## config.mk

```make
export PLATFORM = sky130hd
export DESIGN_NAME = dncnt_timer_ctrl
export DESIGN_NICKNAME = d
export VERILOG_FILES = /design/src/rtl/dncnt_timer_ctrl.sv
export SDC_FILE = /design/constraint.sdc
export NUM_CORES = 1
export LEC_CHECK = 0
export BUFFER_PORTS_ARGS = -buffer_cell sky130_fd_sc_hd__buf_2
export CORE_AREA = 2 2 39 41
export DETAILED_ROUTE_END_ITERATION = 16
export DIE_AREA = 0 0 41 43
export SLEW_MARGIN = 0
export SYNTH_ARGS = -nofsm -noshare
export SYNTH_HDL_FRONTEND = slang
export SYNTH_SLANG_ARGS = --single-unit
```

## constraint.sdc

```tcl
create_clock -name clk -period 3.2 [get_ports clk]
set_input_delay 0.16 -clock clk [delete_from_list [all_inputs] [get_ports clk]]
set_output_delay 0.16 -clock clk [all_outputs]
set_load 0.005 [all_outputs]
```

## src/rtl/dncnt_timer_ctrl.sv

```systemverilog
// ============================================================================
// Module     : dncnt_timer_ctrl
// Description: One-shot interval timer built around an N-bit down-counter.
//              It loads a start value, decrements on prescaled ticks, and
//              supports pause/resume, abort and a done/ack handshake.
//              Optional macro AUTO_RELOAD_EN: the count reloads on expiry and
//              done gives a one-cycle pulse.
// Revision   : 1.0 - initial release
// ============================================================================
`default_nettype none

module dncnt_timer_ctrl #(
  parameter int N        = 4,
  parameter int PRESCALE = 1
) (
  input  logic         clk,
  input  logic         rst,
  input  logic         start,
  input  logic [N-1:0] load_val,
  input  logic         pause,
  input  logic         abort,
  input  logic         ack,
  output logic [N-1:0] count,
  output logic         busy,
  output logic         done
);

  localparam int c_PW = (PRESCALE > 1) ? $clog2(PRESCALE) : 1;
  localparam logic [c_PW-1:0] c_PTOP = c_PW'(PRESCALE - 1);

  localparam logic [1:0] c_IDLE = 2'd0;
  localparam logic [1:0] c_RUN  = 2'd1;
  localparam logic [1:0] c_HOLD = 2'd2;
  localparam logic [1:0] c_DONE = 2'd3;

  logic [1:0]      r_state;
  logic [N-1:0]    r_count;
  logic [c_PW-1:0] r_pcnt;
  logic            r_busy;
  logic            r_done;
`ifdef AUTO_RELOAD_EN
  logic [N-1:0]    r_reload;
`endif

  always_ff @(posedge clk) begin
    if (rst) begin
      r_state  <= c_IDLE;
      r_count  <= '0;
      r_pcnt   <= '0;
      r_busy   <= 1'b0;
      r_done   <= 1'b0;
`ifdef AUTO_RELOAD_EN
      r_reload <= '0;
`endif
    end else if (abort) begin
      r_state <= c_IDLE;
      r_count <= '0;
      r_pcnt  <= '0;
      r_busy  <= 1'b0;
      r_done  <= 1'b0;
    end else begin
      case (r_state)
        c_IDLE: begin
          r_done <= 1'b0;
          if (start) begin
            r_count  <= load_val;
            r_pcnt   <= '0;
`ifdef AUTO_RELOAD_EN
            r_reload <= load_val;
`endif
            // A zero load expires immediately without spending a RUN cycle.
            if (load_val == '0) begin
              r_state <= c_DONE;
              r_busy  <= 1'b0;
              r_done  <= 1'b1;
            end else begin
              r_state <= c_RUN;
              r_busy  <= 1'b1;
            end
          end
        end

        c_RUN: begin
          r_done <= 1'b0;
          if (pause) begin
            r_state <= c_HOLD;
          end else if (r_pcnt == c_PTOP) begin
            r_pcnt <= '0;
            if (r_count == N'(1)) begin
`ifdef AUTO_RELOAD_EN
              // Reload value is nonzero here: a zero load never reaches RUN.
              r_count <= r_reload;
              r_done  <= 1'b1;
`else
              r_count <= '0;
              r_state <= c_DONE;
              r_busy  <= 1'b0;
              r_done  <= 1'b1;
`endif
            end else if (r_count != '0) begin
              r_count <= r_count - N'(1);
            end
          end else begin
            r_pcnt <= r_pcnt + c_PW'(1);
          end
        end

        c_HOLD: begin
          r_done <= 1'b0;
          if (!pause) begin
            r_state <= c_RUN;
          end
        end

        c_DONE: begin
          r_count <= '0;
          if (ack) begin
            r_state <= c_IDLE;
            r_done  <= 1'b0;
          end
        end

        default: begin
          r_state <= c_IDLE;
          r_count <= '0;
          r_pcnt  <= '0;
          r_busy  <= 1'b0;
          r_done  <= 1'b0;
        end
      endcase
    end
  end

  assign count = r_count;
  assign busy  = r_busy;
  assign done  = r_done;

endmodule

`default_nettype wire

```

==> results of run 1 <==
==> critical path, cell delays in order (launching register included) <==
cell     delay [ns]
dfxtp_1        0.38
inv_1          0.08
ha_1           0.18
or4b_1         0.43
a221o_2        0.45
o31a_1         0.15
o22ai_2        0.11
==> where the power goes <==
group / internal [W] / switching (W)
registers: 0.000104 / 0.00000721
clock network: 0.0000432 / 0.0000376
logic: 0.0000235 / 0.0000243
==> stage by stage <==
stage               setup WS, ns  power, W
floorplan                   1.41  0.000144
global placement            1.39  0.000160
detailed placement          1.34  0.000161
CTS                         1.33  0.000243
global route                1.25  0.000257
finish                      1.34  0.000240
==> how the worst max path moves through the flow <==
| stage | startpoint | endpoint | slack [ns] |
|---|---|---|---|
| 2_1_floorplan | count[1] | count[1] | 1.41 |
| 3_3_place_gp | count[1] | count[1] | 1.39 |
| 3_5_place_dp | count[1] | count[1] | 1.34 |
| 4_1_cts | count[1] | count[1] | 1.33 |
| 5_1_grt | count[0] | count[0] | 1.25 |
| 6_report | count[0] | count[2] | 1.34 |
==> placed cells by master, fill, tap and decap left out, drive strengths merged <==
cell type and count:
a211oi 1, a21oi 6, a221o 1, a22oi 1
buf 15, clkbuf 3, dfxtp 8, ha 2
inv 4, nand2 2, nand2b 2, nand3 1
nor2 6, nor2b 4, nor3 3, nor3b 2
nor4 1, nor4b 1, o211a 1, o211ai 1
o21ai 4, o221ai 1, o22ai 2, o31a 1
o31ai 1, or2 1, or3 2, or4b 1
xor2 1
==> area by class of cell <==
class | count | area (um2)
Clock buffer | 3 | 22.5
Fill cell | 151 | 762
Inverter | 4 | 15.0
Multi-Input combinational cell | 49 | 329
Sequential cell | 8 | 160
Tap cell | 16 | 20.0
Timing Repair Buffer | 15 | 75.1
==> flip-flops by register name (all words and copies together) (netlist names) <==
signal and flops:
r_state 2, count 4, busy 1, done 1
==> cell families after synthesis <==
family / Yosys count / synth area share (%)
AOI/OAI and AO/OA: 20 / 28.1
and+or+nand+nor: 26 / 29.5
buffers and inverters: 6 / 4.63
adders and majority gates: 2 / 4.88
xor gates and xnor gates: 1 / 1.71
DFF: 8 / 31.2
==> per-layer routing <==
| layer | track usage, % | vias up |
|---|---|---|
| met2 | 25.6 | 15 |
| li1 | - | 266 |
| met1 | 20.6 | 241 |
| met4 | 6.00 | 0 |
| met3 | 7.85 | 2 |
| met5 | 0 | - |
==> results.sh, run 1 <==
export IMPL_post_cts_setup_buffers=0
export IMPL_async_flop_share_pct=0
export IMPL_clock_root_buffer="clkbuf_4"
export IMPL_die_x_um=41
export IMPL_route_met3_wl_um=76
export IMPL_yosys_area_top_type="dfxtp_1"
export IMPL_placed_cells_incl_taps=92
export IMPL_post_route_drc_count=0
export IMPL_yosys_cell_count_top_type="dfxtp_1"
export IMPL_worst_slew_pin_slew_ns=0.446
export IMPL_rsz0062_at_grt="no"
export IMPL_pin_count=16
export IMPL_ys_seq_elements=8
export IMPL_cts_tree="yes"
export IMPL_met1_length_um=555
export IMPL_syn_nets=75
export IMPL_post_drt_wl_per_cell_um=12.8
export IMPL_cts_path_max_buffers=2
export IMPL_powerDensity_nw_per_um2=385
export IMPL_drtIter0Drc=7
export IMPL_clk_pin_slew_ns=0.06
export IMPL_yosys_warnings=0
export IMPL_worstPathArrival_ns=2.05
export IMPL_wl_mm=1.21
export IMPL_critPathCaptureType="flop"
export IMPL_crit_fanout=8
export IMPL_antenna_found_initial=0
export IMPL_ant_nets=0
export IMPL_initial_core_util_pct=37.1
export IMPL_fin_area_um2=622
export IMPL_layout_nets=93
export IMPL_post_cts_resized=0
export IMPL_row_count=14
export IMPL_drive_above_1_share_pct=30.4
export IMPL_setup_violations=0
export IMPL_reg2reg_depth=6
export IMPL_synth_cell_types=32
export IMPL_ir_drop_mv=0.212
export IMPL_slew_headroom_pct=70.2
export IMPL_fmax_mhz=536
export IMPL_grt_max_degree=14
export IMPL_grt_pass1_wl_mm=1.97
export IMPL_vias=524
export IMPL_period_share_pct=58.3
export IMPL_vias_per_cell=5.52
export IMPL_portBuffers=15
export IMPL_netlist_area_um2=513
export IMPL_rr_startpoint="count[0]"
export IMPL_ys_seq_area_share_pct=31.2
export IMPL_placed_cell_area_um2=599
export IMPL_hold_violations=0
export IMPL_grt_total_usage_pct=17.1
export IMPL_chipHeight_um=43
export IMPL_max_cap_viol_count=0
export IMPL_grt_pass1_vias=465
export IMPL_leakagePower_nw=0.270
export IMPL_synth_area_top_cells="dfxtp_1 31%, a21oi_1 5.9%, ha_1 4.9%"
export IMPL_core_area_um2=1380
export IMPL_htreeDepth=1
export IMPL_layout_core_utilization_pct=44.9
export IMPL_place_congestion=0.780
export IMPL_clock_latency_ns=0.26
export IMPL_num_antenna_cells=0
export IMPL_status="finished, final reports clean"
export IMPL_numCtsBuffers=3
export IMPL_fin_crit_ns=1.86
export IMPL_worst_setup_path_start_kind="flop"
export IMPL_area_growth_pct=21.2
export IMPL_die_area_um2=1760
export IMPL_path_class="reg2reg"
export IMPL_route_met2_wl_um=572
export IMPL_top_layer="met4"
export IMPL_clkSinkCount=8
export IMPL_netlist_instances=63
export IMPL_synth_top_area_share_pct=31.2
export IMPL_syn_area_per_cell_um2=8.14
export IMPL_min_to="done"
export IMPL_r2r_setup_slack_ns=1.34
export IMPL_layoutNonFillerInstCount=95
export IMPL_hpwl_um=915
export IMPL_hold_slack_ns=0.209
export IMPL_ctsHoldBuffers=0
export IMPL_synth_main_ff_cell="dfxtp_1"
export IMPL_skew_ns=0.00705
export IMPL_dr_pass1_iters=4
export IMPL_reg2reg_to="count[2]"
export IMPL_synth_edff_count=0
export IMPL_grt_overflow=0
export IMPL_crit_required_ns=3.38
export IMPL_slew_viol_final=0
export IMPL_min_from="ack"
export IMPL_synth_top_cells_by_count="8 x dfxtp_1, 6 x a21oi_1, 6 x nor2_1"
export IMPL_hold_depth=4
export IMPL_tns_ns=0
export IMPL_hold_class="in2reg"
Note: power is estimated with default switching activity, not from simulation.
==> run 2: changes to the inputs <==
PLACE_DENSITY = 0.65   (was unset)
clock period = 1.7 ns   (was 3.2 ns; I/O delays follow)
==> run 2 against run 1 <==
Compared with the run above: the flow now finishes with violations (setup timing); via count grew 1.5%; routed wire length grew 4.9%; clock skew shrank 0.0011 ns; sequential share of layout area shrank 2.9 points; design area grew 14%; critical path type unchanged; largest cell class unchanged; largest power group unchanged.
==> results.sh, run 2 (synthesis results as in run 1) <==
export IMPL_dr_pass1_iters=4
export IMPL_antenna_found_initial=0
export IMPL_numCtsBuffers=3
export IMPL_vias=532
export IMPL_reg2reg_depth=5
export IMPL_post_route_drc_count=0
export IMPL_initial_core_util_pct=37.1
export IMPL_area_growth_pct=38.5
export IMPL_grt_max_degree=12
export IMPL_chipHeight_um=43
export IMPL_worst_setup_path_start_kind="flop"
export IMPL_worstPathArrival_ns=1.94
export IMPL_top_layer="met3"
export IMPL_min_to="done"
export IMPL_hold_depth=4
export IMPL_hpwl_um=938
export IMPL_hold_violations=0
export IMPL_grt_pass1_vias=433
export IMPL_grt_total_usage_pct=15.7
export IMPL_place_congestion=0.788
export IMPL_ant_nets=0
export IMPL_row_count=14
export IMPL_grt_pass1_wl_mm=1.81
export IMPL_clock_latency_ns=0.26
export IMPL_die_x_um=41
export IMPL_htreeDepth=1
export IMPL_largest_register_ffs=4
export IMPL_grt_overflow=0
export IMPL_ir_drop_mv=0.453
export IMPL_skew_ns=0.00598
export IMPL_violations="setup timing"
export IMPL_max_cap_viol_count=0
export IMPL_cts_path_max_buffers=2
export IMPL_clock_root_buffer="clkbuf_4"
export IMPL_wl_mm=1.27
export IMPL_crit_required_ns=1.85
export IMPL_portBuffers=15
export IMPL_leakagePower_nw=0.313
export IMPL_critPathCaptureType="flop"
export IMPL_fin_crit_ns=1.79
export IMPL_post_drt_wl_per_cell_um=12.4
export IMPL_setup_ws_ns=-0.0918
export IMPL_layout_nets=101
export IMPL_hold_class="in2reg"
export IMPL_vias_per_cell=5.17
export IMPL_hold_slack_ns=0.140
export IMPL_final_cell_mix="15 x buf_2, 8 x buf_4, 6 x a21oi_1, 6 x nor2_1, 6 x dfxtp_1"
export IMPL_fmax_mhz=558
export IMPL_rsz0062_at_grt="yes"
export IMPL_num_antenna_cells=0
export IMPL_clkSinkCount=8
export IMPL_worst_slew_pin_slew_ns=0.464
export IMPL_slew_viol_final=0
export IMPL_crit_fanout=8
export IMPL_fill_cells=144
export IMPL_route_met3_wl_um=73
export IMPL_met1_length_um=619
export IMPL_rr_startpoint="count[1]"
export IMPL_core_area_um2=1380
export IMPL_period_share_pct=105
export IMPL_setup_violations=4
export IMPL_status="complete, but fails checks"
export IMPL_drive_above_1_share_pct=47.1
export IMPL_reg2reg_to="count[1]"
export IMPL_path_class="reg2reg"
export IMPL_layout_commonest_cell="buf_2"
export IMPL_r2r_setup_slack_ns=-0.09
export IMPL_cts_tree="yes"
export IMPL_powerDensity_nw_per_um2=665
export IMPL_die_area_um2=1760
export IMPL_drtIter0Drc=21
export IMPL_clk_pin_slew_ns=0.06
export IMPL_route_met2_wl_um=581
export IMPL_min_from="ack"
export IMPL_layout_core_utilization_pct=51.4
export IMPL_slew_headroom_pct=69.0
export IMPL_pin_count=16
run 2: cell types whose count changed in the layout (fill, tap and decap cells not counted), moves of 2 or more:
cell,previous run,this run
ha_1,2,0
dfxtp_2,0,2
inv_1,3,1
dfxtp_1,8,6
buf_4,0,8
inv_2,1,3
o21ai_1,4,1
o21ai_2,0,3
run 2: routing by layer:
metal  track usage, %  vias to the layer above
met5                0                        -
met3             3.14                        0
met2             22.2                       19
li1                 -                      283
met4             8.00                        0
met1             21.5                      230
run 2: layout make-up:
type | count | area (um2) | area share, %
flip-flops and latches | 8 | 163 | 22.9
multi-input cells | 49 | 355 | 50.0
well taps | 16 | 20.0 | 2.82
repair buffers | 23 | 135 | 19.0
inverters | 4 | 15.0 | 2.11
clock buffers | 3 | 22.5 | 3.17
run 2: how the worst max path moves through the flow:
stage,startpoint,to,slack [ns]
after floorplan,count[1],count[1],-0.03
after global placement,count[1],count[1],-0.03
after detailed placement,count[1],count[1],-0.06
after CTS,count[1],count[1],-0.05
after global routing,count[1],count[0],-0.17
final,count[1],count[1],-0.09
run 2: repair_timing:
action / in CTS / in global routing
pin swaps: 3 / 3
setup buffers: 1 / 0
hold buffers: 0 / 0
resized for setup: 5 / 2
hold endpoints to repair: 0 / 0
endpoints found under the setup margin: 4 / 4
run 2: metrics by stage:
stage / instances / setup slack (ns) / area [um2] / setup TNS (ns) / total power (W)
final: 103 / -0.0918 / 711 / -0.273 / 0.000473
after global routing: 103 / -0.168 / 711 / -0.589 / 0.000503
after CTS: 103 / -0.0483 / 703 / -0.134 / 0.000482
after detailed placement: 99 / -0.0595 / 657 / -0.160 / 0.000318
after global placement: 99 / -0.0295 / 657 / -0.0507 / 0.000316
after floorplan: 63 / -0.0283 / 518 / -0.0283 / 0.000274
run 2: worst max-delay path, stage by stage, from the launching register on:
cell	delay, ns
dfxtp_2	0.32
inv_2	0.07
ha_2	0.17
or4b_1	0.43
a221o_2	0.47
o211a_1	0.23
run 2: power by group:
group | leakage [nW] | switching [W] | internal, W
clock | 0.0138 | 0.0000689 | 0.0000811
combinational | 0.233 | 0.0000578 | 0.0000602
sequential | 0.0661 | 0.00000869 | 0.000196
==> run 3: changes to the inputs <==
==> constraint.sdc (replaced) <==
create_clock -name clk -period 1.7 [get_ports clk]
set_input_delay 0.34 -clock clk [delete_from_list [all_inputs] [get_ports clk]]
set_output_delay 0.34 -clock clk [all_outputs]
set_load 0.02 [all_outputs]
==> run 3 against run 2 <==
Compared with the run above: critical path type unchanged; final cell count increased by 0.97%; fmax decreased by 2.5%; setup slack got worse by 0.046 ns; largest cell class unchanged; the flow still finishes with violations (setup timing); non-clock buffer count unchanged; clock-buffer cell count increased by 1; critical path depth unchanged.
==> results.sh, run 3 (synthesis results as in run 1) <==
export IMPL_antenna_found_initial=0
export IMPL_wl_mm=1.38
export IMPL_portBuffers=15
export IMPL_reg2reg_depth=5
export IMPL_ir_drop_mv=0.348
export IMPL_crit_path_start="count[1]"
export IMPL_layout_core_utilization_pct=52.9
export IMPL_largest_register_ffs=4
export IMPL_hold_class="in2reg"
export IMPL_grt_total_usage_pct=18.5
export IMPL_crit_chain="inv_4 -> ha_4 -> or4b_4 -> a221o_2 -> o211a_1"
export IMPL_setup_violations=4
export IMPL_die_area_um2=1760
export IMPL_post_route_drc_count=0
export IMPL_crit_fanout=8
export IMPL_core_area_um2=1380
export IMPL_cts_tree="yes"
export IMPL_htreeDepth=1
export IMPL_worst_slew_pin_slew_ns=0.414
export IMPL_leakagePower_nw=0.317
export IMPL_clkSinkCount=8
export IMPL_dr_pass1_iters=4
export IMPL_fin_area_um2=732
export IMPL_status="complete, but fails checks"
export IMPL_initial_core_util_pct=37.1
export IMPL_cts_path_max_buffers=2
export IMPL_fin_crit_ns=1.84
export IMPL_slowest_delay_ns=0.47
export IMPL_reg2reg_to="count[1]"
export IMPL_grt_overflow=0
export IMPL_pin_count=16
export IMPL_rr_startpoint="count[1]"
export IMPL_setup_ws_ns=-0.138
export IMPL_worstPathArrival_ns=1.99
export IMPL_clk_pin_slew_ns=0.06
export IMPL_ant_nets=0
export IMPL_clock_latency_ns=0.26
export IMPL_fmax_mhz=544
export IMPL_layout_nets=101
export IMPL_post_cts_setup_buffers=0
export IMPL_path_class="reg2reg"
export IMPL_drive_above_1_share_pct=46.6
export IMPL_skew_ns=0.00254
export IMPL_endpoint="count[1]"
export IMPL_vias_per_cell=5.54
export IMPL_critPathCaptureType="flop"
export IMPL_crit_required_ns=1.85
export IMPL_chipHeight_um=43
export IMPL_hold_slack_ns=0.388
export IMPL_powerDensity_nw_per_um2=684
export IMPL_layout_commonest_cell="buf_2"
export IMPL_die_x_um=41
export IMPL_worst_setup_path_start_kind="flop"
export IMPL_rsz0062_at_grt="yes"
export IMPL_clock_root_buffer="clkbuf_4"
export IMPL_post_drt_wl_per_cell_um=13.3
export IMPL_final_cell_mix="15 x buf_2, 8 x buf_4, 6 x a21oi_1, 6 x nor2_1, 6 x dfxtp_1"
export IMPL_max_cap_viol_count=0
export IMPL_num_antenna_cells=0
export IMPL_fill_cells=130
export IMPL_crit_path_top_delay_cell="or4b_4"
export IMPL_row_count=14
export IMPL_hpwl_mm=1.04
export IMPL_r2r_setup_slack_ns=-0.14
export IMPL_slew_headroom_pct=72.3
export IMPL_numCtsBuffers=3
export IMPL_placed_cell_area_um2=681
export IMPL_area_growth_pct=42.7
export IMPL_grt_pass1_wl_mm=2.18
export IMPL_finalPower_w=0.000500
export IMPL_vias=576
export IMPL_drtIter0Drc=14
export IMPL_hold_violations=0
export IMPL_grt_pass1_vias=493
export IMPL_period_share_pct=108
export IMPL_slew_viol_final=0
export IMPL_place_congestion=0.801
export IMPL_grt_max_degree=12
export IMPL_violations="setup timing"
-- run 3: critical path, delay by kind of cell, from the launching register on --
kind	cells	cell delay [ns]
flops	1	0.35
compound gates	2	0.71
buf+inv	1	0.04
simple gates	1	0.47
fa+ha+maj	1	0.15
-- run 3: area by class of cell --
cell class	count	area [um2]	share of cell area, %
Inverter	4	17.5	2.39
Tap cell	16	20.0	2.74
Multi-Input combinational cell	49	365	49.9
Sequential cell	8	168	22.9
Timing Repair Buffer	23	135	18.5
Clock buffer	4	26.3	3.59
-- run 3: metal layers --
layer / vias to the layer above / part of all wire, % / track usage (%)
li1: 286 / - / -
met1: 270 / 47 / 25.7
met2: 20 / 49 / 25.3
met3: 0 / 3.6 / 6.28
met4: 0 / 0 / 8.00
met5: - / 0 / 0
-- run 3: report_power, final --
| part | internal (W) | leakage (nW) | switching, W |
|---|---|---|---|
| Clock | 0.0000903 | 0.0150 | 0.0000722 |
| Sequential | 0.000194 | 0.0667 | 0.00000894 |
| Combinational | 0.0000651 | 0.235 | 0.0000695 |
-- run 3: how the worst min path moves through the flow --
| stage | endpoint | startpoint | depth (start not counted) |
|---|---|---|---|
| CTS | done | ack | 4 |
| finish | done | ack | 4 |
| floorplan | count[0] | load_val[0] | 2 |
| global placement | done | done | 2 |
| global route | done | rst | 3 |
| detailed placement | done | done | 2 |
-- run 3: what timing repair did --
action | 4_1_cts | 5_1_grt
endpoints found under the setup margin | 4 | 4
pin swaps | 0 | 5
hold buffers | 0 | 0
gates cloned | 0 | 0
resized for setup | 0 | 7
-- run 3: metrics by stage --
step	std cells	setup slack, ns	TNS (ns)
CTS	104	-0.105	-0.290
finish	104	-0.138	-0.447
global route	104	-0.158	-0.610
floorplan	63	-0.0508	-0.109
detailed placement	100	-0.0904	-0.234
global placement	100	-0.0161	-0.0306
